==> src/rtl/reg_wb_pkg.sv <==
`default_nettype none
// ============================================================================
//  Module      : reg_wb_pkg
//  Description : Shared constants and entry type for the register writeback
//                queue. Also used by the forwarding lookup sub-module.
//                Contents:
//                  DATA_W     register data width
//                  ADDR_W     register address width (8 registers)
//                  WB_DEPTH   default number of buffered writebacks
//                  wb_entry_t one buffered request {add, data}
//  Revision    : 1.0  initial release
// ============================================================================
package reg_wb_pkg;

    localparam int DATA_W   = 16;
    localparam int ADDR_W   = 3;
    localparam int WB_DEPTH = 4;

    typedef struct packed {
        logic [ADDR_W-1:0] add;
        logic [DATA_W-1:0] data;
    } wb_entry_t;

endpackage : reg_wb_pkg
`default_nettype wire

==> src/rtl/reg_wb_fwd_lookup.sv <==
`default_nettype none
// ============================================================================
//  Module      : reg_wb_fwd_lookup
//  Description : Searches the pending writeback entries for a register
//                address and returns the youngest matching value.
//  Ports       : entries_i  circular buffer contents
//                valid_i    per-entry valid bits
//                tail_i     next write slot (youngest entry sits at tail-1)
//                add_i      lookup address
//                hit_o      some valid entry targets add_i
//                data_o     data of the youngest match, 0 when no hit
//  Revision    : 1.0  initial release
// ============================================================================
module reg_wb_fwd_lookup
    import reg_wb_pkg::*;
#(
    parameter int DEPTH = WB_DEPTH,
    localparam int PTR_W = $clog2(DEPTH)
) (
    input  wb_entry_t         entries_i [DEPTH],
    input  logic [DEPTH-1:0]  valid_i,
    input  logic [PTR_W-1:0]  tail_i,
    input  logic [ADDR_W-1:0] add_i,
    output logic              hit_o,
    output logic [DATA_W-1:0] data_o
);

    logic [PTR_W-1:0] idx;

    // Walk from oldest (tail-DEPTH == tail) to youngest (tail-1); a later
    // match overrides an earlier one, giving youngest-match priority.
    always_comb begin
        hit_o  = 1'b0;
        data_o = '0;
        idx    = '0;
        for (int k = DEPTH; k >= 1; k--) begin
            idx = tail_i - PTR_W'(k);
            if (valid_i[idx] && (entries_i[idx].add == add_i)) begin
                hit_o  = 1'b1;
                data_o = entries_i[idx].data;
            end
        end
    end

endmodule : reg_wb_fwd_lookup
`default_nettype wire

==> src/rtl/reg_writeback_queue.sv <==
`default_nettype none
// ============================================================================
//  Module      : reg_writeback_queue
//  Description : In-order writeback buffer in front of the register-file
//                write port. Accepts requests over valid/ready, drains one
//                per cycle unless rf_stall, and offers two forwarding
//                lookups over the pending entries.
//  Macro       : REG_WB_FORWARD_EN - when defined, fwd1_*/fwd2_* lookups are
//                built; otherwise fwd*_hit/fwd*_data are tied to 0.
//  Ports       : clk, rst (async, active-low)
//                in_valid/in_ready/in_add/in_data   request handshake
//                rf_stall                            blocks draining
//                write_EN/reg_write_add/reg_write_data  register-file write
//                fwdN_add -> fwdN_hit/fwdN_data      forwarding lookups
//                count                               occupied entries
//  Revision    : 1.0  initial release
// ============================================================================
module reg_writeback_queue
    import reg_wb_pkg::*;
#(
    parameter int DEPTH = WB_DEPTH,
    localparam int PTR_W = $clog2(DEPTH),
    localparam int CNT_W = $clog2(DEPTH + 1)
) (
    input  logic              clk,
    input  logic              rst,
    input  logic              in_valid,
    output logic              in_ready,
    input  logic [ADDR_W-1:0] in_add,
    input  logic [DATA_W-1:0] in_data,
    input  logic              rf_stall,
    output logic              write_EN,
    output logic [ADDR_W-1:0] reg_write_add,
    output logic [DATA_W-1:0] reg_write_data,
    input  logic [ADDR_W-1:0] fwd1_add,
    output logic              fwd1_hit,
    output logic [DATA_W-1:0] fwd1_data,
    input  logic [ADDR_W-1:0] fwd2_add,
    output logic              fwd2_hit,
    output logic [DATA_W-1:0] fwd2_data,
    output logic [CNT_W-1:0]  count
);

    wb_entry_t        entries_q [DEPTH];
    logic [DEPTH-1:0] valid_q, valid_d;
    logic [PTR_W-1:0] head_q, head_d;
    logic [PTR_W-1:0] tail_q, tail_d;
    logic [CNT_W-1:0] count_q, count_d;
    logic             push;
    logic             pop;

    // Ready looks only at registered occupancy: a full queue refuses even
    // when the head drains this same cycle.
    assign in_ready = (count_q < CNT_W'(DEPTH));
    assign write_EN = (count_q != '0) && !rf_stall;
    assign push     = in_valid && in_ready;
    assign pop      = write_EN;
    assign count    = count_q;

    // Head slot is valid exactly when the queue is non-empty.
    assign reg_write_add  = valid_q[head_q] ? entries_q[head_q].add  : '0;
    assign reg_write_data = valid_q[head_q] ? entries_q[head_q].data : '0;

    always_comb begin
        valid_d = valid_q;
        head_d  = head_q;
        tail_d  = tail_q;
        count_d = count_q;
        if (pop) begin
            valid_d[head_q] = 1'b0;
            head_d          = head_q + 1'b1;
        end
        if (push) begin
            valid_d[tail_q] = 1'b1;
            tail_d          = tail_q + 1'b1;
        end
        case ({push, pop})
            2'b10:   count_d = count_q + 1'b1;
            2'b01:   count_d = count_q - 1'b1;
            default: count_d = count_q;
        endcase
    end

    always_ff @(posedge clk or negedge rst) begin
        if (!rst) begin
            valid_q <= '0;
            head_q  <= '0;
            tail_q  <= '0;
            count_q <= '0;
        end else begin
            valid_q <= valid_d;
            head_q  <= head_d;
            tail_q  <= tail_d;
            count_q <= count_d;
        end
    end

    // Payload storage needs no reset; the valid bits qualify every read.
    always_ff @(posedge clk) begin
        if (push) begin
            entries_q[tail_q].add  <= in_add;
            entries_q[tail_q].data <= in_data;
        end
    end

`ifdef REG_WB_FORWARD_EN
    reg_wb_fwd_lookup #(.DEPTH(DEPTH)) u_fwd1 (
        .entries_i (entries_q),
        .valid_i   (valid_q),
        .tail_i    (tail_q),
        .add_i     (fwd1_add),
        .hit_o     (fwd1_hit),
        .data_o    (fwd1_data)
    );

    reg_wb_fwd_lookup #(.DEPTH(DEPTH)) u_fwd2 (
        .entries_i (entries_q),
        .valid_i   (valid_q),
        .tail_i    (tail_q),
        .add_i     (fwd2_add),
        .hit_o     (fwd2_hit),
        .data_o    (fwd2_data)
    );
`else
    assign fwd1_hit  = 1'b0;
    assign fwd1_data = '0;
    assign fwd2_hit  = 1'b0;
    assign fwd2_data = '0;

    // Lookup addresses are accepted but ignored in this build.
    logic unused_fwd_add;
    assign unused_fwd_add = ^{fwd1_add, fwd2_add};
`endif

endmodule : reg_writeback_queue
`default_nettype wire
==> config.mk <==
export PLATFORM = sky130hd
export DESIGN_NAME = reg_writeback_queue
export DESIGN_NICKNAME = d
export VERILOG_FILES = /design/src/rtl/reg_wb_pkg.sv /design/src/rtl/reg_wb_fwd_lookup.sv /design/src/rtl/reg_writeback_queue.sv
export SDC_FILE = /design/constraint.sdc
export NUM_CORES = 1
export LEC_CHECK = 0
export ABC_AREA = 1
export BUFFER_PORTS_ARGS = -buffer_cell sky130_fd_sc_hd__buf_2
export CORE_MARGIN = 8
export CORE_UTILIZATION = 55
export DETAILED_ROUTE_END_ITERATION = 10
export HOLD_SLACK_MARGIN = 0.05
export PLACE_DENSITY = 0.8
export SLEW_MARGIN = 20
export SYNTH_ARGS = -nofsm -noshare
export SYNTH_HDL_FRONTEND = slang
export SYNTH_SLANG_ARGS = --single-unit
==> constraint.sdc <==
create_clock -name clk -period 2 [get_ports clk]
set_input_delay 0 -clock clk [delete_from_list [all_inputs] [get_ports clk]]
set_output_delay 0 -clock clk [all_outputs]
set_load 0.02 [all_outputs]
**Word level (Yosys, flattened, before mapping)**

Memories as Yosys holds them, arrays and structs flattened.
Index checks and enable logic that the tools add are counted.
Widths: inputs -> output; s select.

- Register bits after elaboration: 11
- Bits in writable memories: 76
- Bits of input ports: 29
- Output and inout port bits: 58
- Word-level logic and storage cells: 39
- Memories: 1

Memory list:

| memory | depth | bits a word | rd ports | clocked after Yosys merged registers in | wr ports | RTL line | RTL |
|---|---|---|---|---|---|---|---|
| entries_q | 4 | 19 | 1 | 0 | 1 | reg_writeback_queue.sv:44 | `wb_entry_t entries_q [DEPTH];` |

- $add $sub $neg: 4
- Magnitude comparators: 5
- Eq/ne operators: 2
- Mux-type cells: 13
- Bitwise operators: 3
- Reduce and logical (&&, ||, !) cells: 7

Operator list:

| cell | number |
|---|---|
| $mux 16 | 1 |
| $mux 4 | 2 |
| $lt 2x3->1 const B | 2 |
| $pmux 3 s2 | 1 |
| $mux 1 | 5 |
| $add 2x1->2 const B | 2 |
| $and 4x4->4 | 1 |
| $demux 1 s2 | 2 |
| $ge 2x1->1 const B | 2 |
| $logic_and 1x1->1 | 4 |
| $not 4->4 | 1 |
| $or 4x4->4 | 1 |
| $add 3x1->3 const B | 1 |
| $lt 3x3->1 const B | 1 |
| $mux 3 | 1 |
| $reduce_bool 3->1 | 1 |
| $sub 3x1->3 const B | 1 |
| $bmux 1 s2 | 1 |
| $eq 2x1->1 const B | 1 |
| $eq 2x2->1 const B | 1 |
| $reduce_bool 2->1 | 1 |
| $logic_not 1->1 | 1 |

**Longest topological paths before layout**

- Word-level depth: 9
- Mapped depth: 12
- Depth with buffers taken out: 12

**Worst setup path before layout**

OpenSTA, ideal clock, no wires.

- Path kind: flip-flop to flip-flop
- Start: register count_q[2] (netlist: count[2])
- End: register count_q[2] (netlist: count[2])
- Library setup time: 0.117 ns
- Data arrival time: 1.894 ns
- Required time: 1.883 ns
- Setup slack: -0.011 ns
- Cell stages (with the launch flop): 12
- Period minus slack after synthesis: 2.011 ns
- Cells stage by stage: dfrtp_1 -> inv_1 -> nand3_1 -> nand2_1 -> inv_2 -> ha_1 -> inv_1 -> fa_1 -> nand2_1 -> nand3_1 -> nand2_1 -> nand2_1

- Cells in the longest elaborated chain, start to end: 4
- Elaborated cells on any way between the ends: 10

RTL lines:

| element | RTL line | RTL |
|---|---|---|
| from (decl) | reg_writeback_queue.sv:48 | `logic [CNT_W-1:0] count_q, count_d;` |
| from (signal assigned) | reg_writeback_queue.sv:94 | `count_q <= count_d;` |
| $lt 3x3->1 (*) | reg_writeback_queue.sv:54 | `assign in_ready = (count_q < CNT_W'(DEPTH));` |
| net in_ready | reg_writeback_queue.sv:28 | `output logic in_ready,` |
| $logic_and 1x1->1 (*) | reg_writeback_queue.sv:56 | `assign push = in_valid && in_ready;` |
| $eq 2x1->1 / $eq 2x2->1 (equally long branches) | reg_writeback_queue.sv:77 | `case ({push, pop})` |
| $pmux 3 s2 / $reduce_bool 2->1 (equally long branches) | -- |  |

The timed path passes the listed nets; every way through them passes the cells marked *.
A chain may end at the register's enable or synchronous reset.

**Final worst setup path**

- Start: register count_q[0] (netlist: count[0])
- End: register count_q[1] (netlist: count[1])

- Cells in the longest elaborated chain, start to end: 4
- Elaborated cells on any way between the ends: 10

RTL lines:

| element | RTL line |
|---|---|
| $lt 3x3->1 / $reduce_bool 3->1 (equally long branches) | reg_writeback_queue.sv:54, reg_writeback_queue.sv:55 |
| $logic_and 1x1->1 (on tied branches) | reg_writeback_queue.sv:56, reg_writeback_queue.sv:55 |
| $eq 2x1->1 / $eq 2x2->1 (equally long branches) | reg_writeback_queue.sv:77 |
| $pmux 3 s2 / $reduce_bool 2->1 (equally long branches) | -- |

Several ways; a longest one is shown, not always the timed one.

==> impl_metrics.py <==
metrics = {
    "run_status": {
        "status": "completed",
    },
    "die": {
        "core-area_um2": 7650,
        "rows": 32,
        "die_footprint_um2": 10900,
        "die_x_um": 104,
        "floorplan.io_pins": 87,
        "die_h_um": 104,
        "initial_utilization": 0.563,
    },
    "worst_setup_path": {
        "timing.reg2reg.setup_slack_ns": 0.17,
        "r2r-end": "count[1]",
        "worst_setup_path_start_kind": "register",
        "r2r-start": "count[0]",
        "r2r.worst_path.cells": 8,
        "critical_path.endpoint_type": "register",
        "timing_worst_setup_path_type": "register to register",
        "crit_path_max_fanout": 5,
        "worst_setup_path_start": "count[0]",
        "required_ns": 2.26,
        "worst_setup_ep": "count[1]",
        "worst-endpoint-arrival_ns": 2.09,
    },
    "final_layout": {
        "nFillCells": 594,
        "nets": 570,
        "areaGrowthSynthToFinish_pct": 15.0,
        "num_antenna_cells": 0,
        "post_route_cells_drive_above_1_share": 0.148,
        "layout.cells.most_common": "sky130_fd_sc_hd__nand2_1",
        "layout.cells.most_common_list": "sky130_fd_sc_hd__nand2_1 (144), sky130_fd_sc_hd__inv_1 (111), sky130_fd_sc_hd__edfxtp_1 (76), sky130_fd_sc_hd__buf_2 (46), sky130_fd_sc_hd__nand3_1 (44)",
    },
    "grt": {
        "grt.total_usage": 0.159,
        "grt_first_pass_wirelength_mm": 14.1,
        "grt_antenna_before_repair": 0,
        "vias_in_the_first_global_route": 3118,
        "grt-ovfl-total": 0,
        "grt_start_max_net_pins": 29,
    },
    "timing": {
        "min_period_ns": 1.83,
        "maxSlewViolCount": 0,
        "setup_viol": 0,
        "report.final.hold_viol_count": 0,
        "final_critical_path_setup_slack_ns": 0.172,
        "period_share": 0.914,
        "clock.fmax_ghz": 0.547,
        "worst_clock_skew_ns": 0.00932,
    },
    "synthesis": {
        "ys_types": 20,
        "yosysWarnings": 0,
        "synth.cell_area_um2": 4300,
        "netlist_instances": 458,
        "syn-mean-instance-area_um2": 9.39,
        "ys_seq_area_frac": 0.595,
        "ys_seq_elements": 87,
    },
    "clock_tree": {
        "h-tree-depth": 3,
        "cts_inserted_buffers": 9,
        "clk_transition_reported_paths_ns": 0.09,
        "cts_root_buffer": "sky130_fd_sc_hd__clkbuf_8",
        "clock_path_buffers": 2,
        "worstSkewPairLatency_ns": 0.35,
        "clock_tree_from_tritoncts": "done",
        "tritoncts_num_sinks": 87,
    },
    "drt": {
        "drt_pass1_iterations": 4,
        "route.vias.total": 2974,
        "drt-initial-drc-count": 108,
        "drt_drc_violations_left": 0,
        "detail_route.wl_per_cell_um": 13.1,
        "postRouteAntennaNets": 0,
        "drt_via_density": 4.67,
        "routed_wirelength_mm": 8.34,
    },
    "power": {
        "worst_ir_drop_vdd_uv": 747,
        "power.leakage_nw": 2.60,
        "total_chip_power_mw": 6.96,
        "power.density_cell_area_nw_per_um2": 1410,
    },
    "run": {
        "max-cap-violations": 0,
    },
    "place": {
        "place_congestion": 0.772,
        "port_buffers": 46,
        "detailed_place_hpwl_mm": 5.33,
        "place_ws_ns": 0.158,
    },
    "min_path": {
        "hp-class": "input pin to async pin",
    },
}
[worst max-delay path, cell delays in order (launching register included)]
cell	delay, ns
sky130_fd_sc_hd__dfrtp_1	0.41
sky130_fd_sc_hd__inv_1	0.13
sky130_fd_sc_hd__nand3_2	0.14
sky130_fd_sc_hd__nand2_1	0.14
sky130_fd_sc_hd__inv_2	0.06
sky130_fd_sc_hd__ha_1	0.18
sky130_fd_sc_hd__inv_1	0.09
sky130_fd_sc_hd__fa_1	0.41
sky130_fd_sc_hd__o21ai_0	0.19
[cell families after synthesis]
logic type	count (synthesis)	share of synthesized area
other	1	0.000872
XOR/XNOR	2	0.00407
AO/OA/AOI/OAI	2	0.00233
flip-flops	87	0.595
buffers and inverters	164	0.183
AND/OR/NAND/NOR	192	0.184
adder cells (fa/ha/maj)	10	0.0308
[power by group]
part | switching [mW] | internal, mW
Sequential | 0.156 | 2.36
Clock | 0.618 | 0.707
Combinational | 2.16 | 0.959
Total | 2.93 | 4.02
[area by class of cell]
class	instances	area, um2	share of cell area
sequential	87	2560	0.517
multi-input combinational	240	1090	0.219
timing repair buffer	77	518	0.105
inverter	116	440	0.0890
tap	102	128	0.0258
clock buffer	9	124	0.0250
clock inverter	6	93.8	0.0190
[registers in the layout, summed over array words and instances (netlist names)]
signal	count
head_q	2
entries_q	76
valid_q	4
tail_q	2
count	3
[routing by layer]
| metal | vias up | track usage | share of wire | routed length, um |
|---|---|---|---|---|
| met5 | - | 0 | 0 | 0 |
| met4 | 0 | 0.0734 | 0.016 | 136 |
| met3 | 14 | 0.0651 | 0.092 | 767 |
| met2 | 113 | 0.273 | 0.50 | 4160 |
| met1 | 1388 | 0.165 | 0.39 | 3280 |
| li1 | 1459 | - | - | - |
[cell usage after synthesis, drive strengths merged]
cell type    n  area [um2]
nand3       46         235
dfrtp       11         275
fa           1        20.0
conb         1        3.75
nand4        1        6.26
nand2      145         552
xor2         1        8.76
edfxtp      76        2280
inv        116         438
buf         47         345
clkbuf       1        3.75
ha           9         113
o21ai        2        10.0
xnor2        1        8.76
[repair_timing]
action / CTS / global route
endpoints found under the hold margin: 92 / 0
setup buffers: 0 / 0
resized for setup: 0 / 3
endpoints found under the setup margin: 0 / 21
hold buffers: 22 / 0
[stage by stage]
step                area [um2]   util  TNS [ns]  hold WS [ns]  std cells
floorplan                 4430      -         0        -0.296        491
global placement          4500  0.589         0        -0.115        600
finish                    4950  0.647         0        0.0519        637
detailed placement        4500  0.589         0        -0.111        600
CTS                       4940  0.646         0        0.0562        637
global route              4950  0.647   -0.0119        0.0743        637
[how the worst min path moves through the flow]
stage / from / endpoint / slack [ns] / cells past startpoint
floorplan: rst / count[0] / -0.30 / 0
global placement: rst / tail_q[0] / -0.11 / 1
detailed placement: rst / tail_q[0] / -0.11 / 1
CTS: rst / tail_q[0] / 0.06 / 2
global route: rst / valid_q[1] / 0.07 / 2
finish: rst / tail_q[0] / 0.05 / 2
Power figures use the tool's default switching activity.
